--- config.mk ---
export PLATFORM = sky130hd
export DESIGN_NAME = stopwatch_timer_core
export DESIGN_NICKNAME = d
export VERILOG_FILES = /design/src/rtl/stopwatch_pkg.sv /design/src/rtl/bcd_to_sseg.sv /design/src/rtl/stopwatch_timer_core.sv
export SDC_FILE = /design/constraint.sdc
export NUM_CORES = 1
export LEC_CHECK = 0
export BUFFER_PORTS_ARGS = -buffer_cell sky130_fd_sc_hd__buf_2
export CAP_MARGIN = 0
export CORE_MARGIN = 3
export CORE_UTILIZATION = 30
export DETAILED_ROUTE_END_ITERATION = 10
export GPL_TIMING_DRIVEN = 0
export PLACE_DENSITY = 0.44
export SYNTH_ARGS = -nofsm -noshare
export SYNTH_HDL_FRONTEND = slang
export SYNTH_SLANG_ARGS = --single-unit
--- constraint.sdc ---
create_clock -name clk -period 3 [get_ports clk]
set_input_delay 0.3 -clock clk [delete_from_list [all_inputs] [get_ports clk]]
set_output_delay 0.3 -clock clk [all_outputs]
set_load 0.02 [all_outputs]
--- src/rtl/stopwatch_pkg.sv ---
// Shared types and constants for the BCD stopwatch/countdown timer.
// Pure definitions: no latency, no backpressure.
package stopwatch_pkg;

    typedef enum logic [2:0] {
        ST_LOAD  = 3'd0,
        ST_ARMED = 3'd1,
        ST_RUN   = 3'd2,
        ST_PAUSE = 3'd3,
        ST_DONE  = 3'd4
    } state_t;

    localparam logic [1:0] MODE_UP0    = 2'd0;
    localparam logic [1:0] MODE_UP_PRE = 2'd1;
    localparam logic [1:0] MODE_DN_MAX = 2'd2;
    localparam logic [1:0] MODE_DN_PRE = 2'd3;

    // Active-low gfedcba patterns.
    localparam logic [6:0] SEG_BLANK = 7'h7F;
    localparam logic [6:0] SEG_0 = 7'h40;
    localparam logic [6:0] SEG_1 = 7'h79;
    localparam logic [6:0] SEG_2 = 7'h24;
    localparam logic [6:0] SEG_3 = 7'h30;
    localparam logic [6:0] SEG_4 = 7'h19;
    localparam logic [6:0] SEG_5 = 7'h12;
    localparam logic [6:0] SEG_6 = 7'h02;
    localparam logic [6:0] SEG_7 = 7'h78;
    localparam logic [6:0] SEG_8 = 7'h00;
    localparam logic [6:0] SEG_9 = 7'h10;

    function automatic logic [3:0] load_digit(input logic [1:0] mode, input logic [3:0] nib);
        logic [3:0] d;
        case (mode)
            MODE_UP0:                 d = 4'd0;
            MODE_DN_MAX:              d = 4'd9;
            MODE_UP_PRE, MODE_DN_PRE: d = (nib > 4'd9) ? 4'd9 : nib;
            default:                  d = 4'd0;
        endcase
        return d;
    endfunction

endpackage

--- src/rtl/bcd_to_sseg.sv ---
// Combinational BCD to active-low 7-segment decoder; codes above 9 blank.
// Zero latency, no backpressure.
module bcd_to_sseg
    import stopwatch_pkg::*;
(
    input  logic [3:0] bcd,
    output logic [6:0] seg
);

    always_comb begin
        seg = SEG_BLANK;
        case (bcd)
            4'd0:    seg = SEG_0;
            4'd1:    seg = SEG_1;
            4'd2:    seg = SEG_2;
            4'd3:    seg = SEG_3;
            4'd4:    seg = SEG_4;
            4'd5:    seg = SEG_5;
            4'd6:    seg = SEG_6;
            4'd7:    seg = SEG_7;
            4'd8:    seg = SEG_8;
            4'd9:    seg = SEG_9;
            default: seg = SEG_BLANK;
        endcase
    end

endmodule

--- src/rtl/stopwatch_timer_core.sv ---
// N-digit BCD stopwatch/countdown with lap freeze and multiplexed 7-seg drive.
// Button events act two cycles after the input edge; count same edge as count_tick; no backpressure.
module stopwatch_timer_core
    import stopwatch_pkg::*;
#(
    parameter int NUM_DIGITS = 4,
    parameter int DP_POS     = 2,
    parameter int LEAD_BLANK = 0
) (
    input  logic                      clk,
    input  logic                      reset,
    input  logic                      count_tick,
    input  logic                      scan_tick,
    input  logic                      stopstart,
    input  logic                      lap,
    input  logic [1:0]                modesel,
    input  logic [4*NUM_DIGITS-1:0]   preset,
    output logic [NUM_DIGITS-1:0]     an,
    output logic [7:0]                sseg,
    output logic                      done
);

    localparam int W  = 4 * NUM_DIGITS;
    localparam int IW = (NUM_DIGITS > 1) ? $clog2(NUM_DIGITS) : 1;
    localparam logic [NUM_DIGITS-1:0] AN_LSB = {{(NUM_DIGITS-1){1'b0}}, 1'b1};

    state_t                state, state_nxt;
    logic                  ss_r, ss_prev, lap_r, lap_prev;
    logic [1:0]            mode_r, mode_q;
    logic [W-1:0]          cnt, cnt_step, snap, load_val, disp;
    logic                  frozen, frz_nxt, snap_en;
    logic                  do_count, do_load;
    logic [IW-1:0]         idx;
    logic [NUM_DIGITS-1:0] wrap, step_wrap, zero_d, blank;
    logic                  ss_ev, lap_ev, mode_chg, count_up, at_term, step_term;
    logic [3:0]            cur_bcd;
    logic [6:0]            seg_dec;

    assign ss_ev    = ss_r & ~ss_prev;
    assign lap_ev   = lap_r & ~lap_prev;
    assign mode_chg = (mode_r != mode_q);
    assign count_up = (mode_r == MODE_UP0) || (mode_r == MODE_UP_PRE);
    assign disp     = frozen ? snap : cnt;

    // wrap marks a digit at its terminal value for the current direction,
    // so the whole counter is terminal exactly when every digit wraps.
    for (genvar i = 0; i < NUM_DIGITS; i++) begin : g_digit
        logic [3:0] d, s;
        logic       cin;
        assign d       = cnt[4*i +: 4];
        assign wrap[i] = count_up ? (d == 4'd9) : (d == 4'd0);
        if (i == 0) begin : g_lsd
            assign cin = 1'b1;
        end else begin : g_chain
            assign cin = &wrap[i-1:0];
        end
        assign s = !cin    ? d :
                   wrap[i] ? (count_up ? 4'd0 : 4'd9) :
                             (count_up ? d + 4'd1 : d - 4'd1);
        assign cnt_step[4*i +: 4] = s;
        assign step_wrap[i]       = count_up ? (s == 4'd9) : (s == 4'd0);
        assign load_val[4*i +: 4] = load_digit(mode_r, preset[4*i +: 4]);
        assign zero_d[i]          = (disp[4*i +: 4] == 4'd0);
        if (i == 0) begin : g_noblank
            assign blank[i] = 1'b0;
        end else begin : g_blank
            assign blank[i] = (LEAD_BLANK != 0) && (&zero_d[NUM_DIGITS-1:i]);
        end
    end

    assign at_term   = &wrap;
    assign step_term = &step_wrap;

    always_comb begin
        state_nxt = state;
        do_count  = 1'b0;
        do_load   = 1'b0;
        frz_nxt   = frozen;
        snap_en   = 1'b0;
        if (mode_chg) begin
            state_nxt = ST_LOAD;
        end else begin
            case (state)
                ST_LOAD: begin
                    do_load   = 1'b1;
                    state_nxt = ST_ARMED;
                end
                ST_ARMED: if (ss_ev) state_nxt = ST_RUN;
                ST_RUN: begin
                    if (ss_ev) begin
                        state_nxt = ST_PAUSE;
                    end else if (count_tick) begin
                        if (at_term) begin
                            state_nxt = ST_DONE;
                        end else begin
                            do_count = 1'b1;
                            if (step_term) state_nxt = ST_DONE;
                        end
                    end
                end
                ST_PAUSE: if (ss_ev) state_nxt = ST_RUN;
                ST_DONE:  if (ss_ev) state_nxt = ST_LOAD;
                default:  state_nxt = ST_LOAD;
            endcase
        end
        if (lap_ev && (state == ST_RUN || state == ST_PAUSE)) begin
            frz_nxt = ~frozen;
            snap_en = ~frozen;
        end
        if (state == ST_LOAD || state_nxt == ST_LOAD || state_nxt == ST_DONE) frz_nxt = 1'b0;
    end

    always_comb begin
        cur_bcd = disp[4*idx +: 4];
        if (blank[idx]) cur_bcd = 4'hF;
    end

    bcd_to_sseg u_dec (
        .bcd (cur_bcd),
        .seg (seg_dec)
    );

    always_ff @(posedge clk) begin
        if (reset) begin
            state    <= ST_LOAD;
            ss_r     <= 1'b0;
            ss_prev  <= 1'b0;
            lap_r    <= 1'b0;
            lap_prev <= 1'b0;
            mode_r   <= 2'd0;
            mode_q   <= 2'd0;
            cnt      <= '0;
            snap     <= '0;
            frozen   <= 1'b0;
            idx      <= '0;
            an       <= '1;
            sseg     <= 8'hFF;
        end else begin
            ss_r     <= stopstart;
            ss_prev  <= ss_r;
            lap_r    <= lap;
            lap_prev <= lap_r;
            mode_r   <= modesel;
            mode_q   <= mode_r;
            state    <= state_nxt;
            frozen   <= frz_nxt;
            if (snap_en) snap <= cnt;
            if (do_load)       cnt <= load_val;
            else if (do_count) cnt <= cnt_step;
            if (scan_tick) begin
                if (idx == IW'(NUM_DIGITS - 1)) idx <= '0;
                else                            idx <= idx + 1'b1;
            end
            an   <= ~(AN_LSB << idx);
            sseg <= {(int'(idx) == DP_POS) ? 1'b0 : 1'b1, seg_dec};
        end
    end

    assign done = (state == ST_DONE);

endmodule

==> impl_metrics.yaml <==
power_and_ir_drop:
  p_clk_share_pct: 43.0
  share_seq_of_total_power_pct: 34.4
  p_int_mw: 1.69
  static-leakage-power_nw: 1.76
  swShare_pct: 29.9
  p_sw_mw: 0.724
  powerDensity_mw_per_mm2: 531
  ir_worst_vdd_v: 0.000330
  p_comb_share_pct: 22.6
timing:
  max_slew.worst_pin.slew_ns: 0.929
  finalSetupViolations: 0
  finalHoldViolCount: 0
  slew_headroom_pct: 37.6
  min_period_ns: 2.91
  rsz0062_at_grt: "false"
  fmax_mhz: 343
  setup-tns-final_ns: 0
  fin_crit_sh_pct: 97.1
  drv_slew: 0
  clock_skew_ns: 0.00511
final_layout:
  nFillCells: 1266
  syn2layout_area_growth_pct: 20.6
  final_nets: 553
  num_antenna_cells: 0
  drive_gt1_share_pct: 19.6
  fin_util_pct: 37.5
synth:
  syn-instance-count: 466
  yosysSeqAreaShare_pct: 30.2
  netlist_area_sq_mm: 0.00378
  synth-edff-count: 0
  synth-compound-area-share_pct: 21.2
  syn_avg_cell_area_sq_um: 8.11
  ys_warn_count: 0
  synthAdderAreaFrac_pct: 6.16
  yosys-top-cells-count: "dfxtp_1 (57), nand2_1 (57), a21oi_1 (48)"
  synth_top_area_share_pct: 30.2
  synth_ff_type: "dfxtp_1"
  synthTopCellsByArea: "dfxtp_1 (30%), a21oi_1 (6.4%), nand2_1 (5.7%)"
  async_reset_ff_share_pct: 0
  synth_mux_area_share_pct: 8.31
  yosys.area_share.simple_pct: 24.3
  synth_nets: 507
  synth_xor_area_share_pct: 3.94
  yosysTopAreaCell: "dfxtp_1"
  ys_types: 68
  ys_ff_latch: 57
  synth_top_family_by_area: "simple AND/OR/NAND/NOR gates"
global_routing:
  grt_usage_pct: 17.1
  grt_max_degree: 15
  antenna_found_initial: 0
  grt_busiest_layer: "met1"
  grt_pass1_wl_um: 18900
  grt_use_met3_pct: 3.92
  grt_pass1_vias: 3343
  global_route.usage.met2_pct: 25.1
  gr-usage-met1_pct: 25.4
  grt_overflow: 0
drt:
  wl_per_cell_um: 17.4
  ant_nets: 0
  vias_per_cell: 5.27
  drc: 0
  first_pass_iters: 4
  drt-initial-drc-count: 369
  num_vias: 3604
  wl_um: 11900
clock_tree:
  clock_path_buffers: 2
  clk_pin_slew_worst_paths_ns: 0.05
  cts_tree: "done"
  numCtsBuffers: 9
  clockRootBuffer: "clkbuf_16"
  clk_latency_ns: 0.33
  htreeDepth: 3
  cts_sinks: 57
critical_path:
  cp_max_fo: 10
  r2r_slack_ns: 0.09
  critical_path_required_ns: 3.18
  r2r_start: "mode_r[1]"
  r2r_end: "frozen"
  path_class: "flip-flop to flip-flop"
  reg2reg_depth: 11
  endpoint_kind: "flip-flop"
  critPathLaunchType: "flip-flop"
  arrival_ns: 3.09
floorplanning:
  pin_count: 37
  start_util_pct: 31.1
  core_area_sq_mm: 0.0122
  dieArea_sq_mm: 0.0140
  rows: 40
  die_width_um: 118
  die_y_um: 118
place:
  io_buffers: 35
  dpl.hpwl_um: 8740
  routabilityCongestion: 0.893
worst_hold_path:
  min_to: "lap_r"
  hold_class: "primary input to flip-flop"
  min-delay-start: "lap"
  hold_depth: 2
status:
  status: "completed"
job:
  cap_viol_max_count: 0
-- cell families (layout without fill, tap and decap cells) --
group           count (synthesis)  after routing
compound gates                125            125
flops                          57             57
simple gates                  178            178
fa+ha+maj                      19             19
xor+xnor                       17             17
mux                            21             21
buf+inv                        49             99
-- critical path: stages (launching register included) --
cell and delay, ns:
dfxtp_4 0.35, clkbuf_8 0.17, buf_8 0.16, clkbuf_8 0.16, ha_4 0.29, and2_1 0.14
o21ai_0 0.08, a31o_2 0.28, o21a_1 0.20, or4_4 0.55, mux2i_4 0.24, a31oi_2 0.14
-- timing repair --
item	CTS	global route
hold buffers	0	0
buffers inserted	1	0
gates cloned	0	0
hold endpoints to repair	0	0
setup endpoints to repair	11	3
pin swaps	1	0
gates resized for setup	18	3
-- power by group through the flow --
stage / sequential (mW) / clock, mW / combinational (mW)
2_1_floorplan: 0.861 / 0 / 0.352
3_5_place_dp: 0.847 / 0 / 0.521
5_1_grt: 0.836 / 1.09 / 0.600
6_report: 0.831 / 1.04 / 0.547
4_1_cts: 0.830 / 1.06 / 0.538
3_3_place_gp: 0.846 / 0 / 0.523
-- area by class of cell --
| class | instances | area (sq um) | share of cell area [%] |
|---|---|---|---|
| Buffer | 35 | 195 | 4.28 |
| Timing Repair Buffer | 36 | 183 | 4.01 |
| Clock inverter | 3 | 40.0 | 0.879 |
| Clock buffer | 12 | 256 | 5.63 |
| Sequential cell | 57 | 1140 | 25.1 |
| Tap cell | 168 | 210 | 4.61 |
| Inverter | 13 | 48.8 | 1.07 |
| Multi-Input combinational cell | 360 | 2480 | 54.4 |
-- per-stage QoR --
stage | std cells | power (mW) | setup slack (ns) | cell area [sq um] | hold slack (ns)
floorplan | 466 | 1.21 | 0.0379 | 3780 | 0.428
global placement | 669 | 1.37 | -0.969 | 4170 | 0.439
detailed placement | 669 | 1.37 | -0.961 | 4170 | 0.447
CTS | 684 | 2.43 | 0.0239 | 4530 | 0.168
global route | 684 | 2.53 | 0.0282 | 4560 | 0.182
finish | 684 | 2.42 | 0.0878 | 4560 | 0.178
-- sequential cells by signal (all words and copies together), names as in the netlist --
signal	cells
lap_r	1
sseg	7
frozen	1
an	4
cnt	16
mode_q	2
state	3
ss_r	1
lap_prev	1
ss_prev	1
snap	16
mode_r	2
idx	2
-- layout by cell type (no fill, tap or decap), types with 4 or more instances in the layout --
cell       instances
clkbuf_8           4
a21oi_1           48
nand3_1            9
o21ai_0           21
nand2b_1           8
dfxtp_1           56
inv_1             11
or3_1              5
nor2b_1           12
o21a_1             5
mux2i_1            9
ha_1              15
and2_1             4
nor3_1            15
nand2_1           57
a31oi_1            7
a211oi_1           6
xnor2_1            8
mux4_2             8
nor2_1            33
buf_2             43
a21o_1             6
nand4_1            4
clkbuf_1          21
xor2_1             9
and3b_1            5
clkbuf_16          9
-- per-layer routing --
| layer | routed length (um) | up-vias |
|---|---|---|
| li1 | - | 1762 |
| met5 | 0 | - |
| met1 | 6090 | 1716 |
| met3 | 651 | 8 |
| met4 | 98 | 0 |
| met2 | 5030 | 118 |
-- worst max-delay path by stage --
stage | from | to | slack (ns) | cells after the start
5_1_grt | mode_r[1] | frozen | 0.03 | 11
2_1_floorplan | mode_r[1] | state[1] | 0.04 | 12
6_report | mode_r[1] | frozen | 0.09 | 11
4_1_cts | mode_r[1] | frozen | 0.02 | 11
3_5_place_dp | mode_r[1] | frozen | -0.96 | 12
3_3_place_gp | mode_r[1] | frozen | -0.97 | 12
No activity file was read; power rests on OpenSTA's default activity.
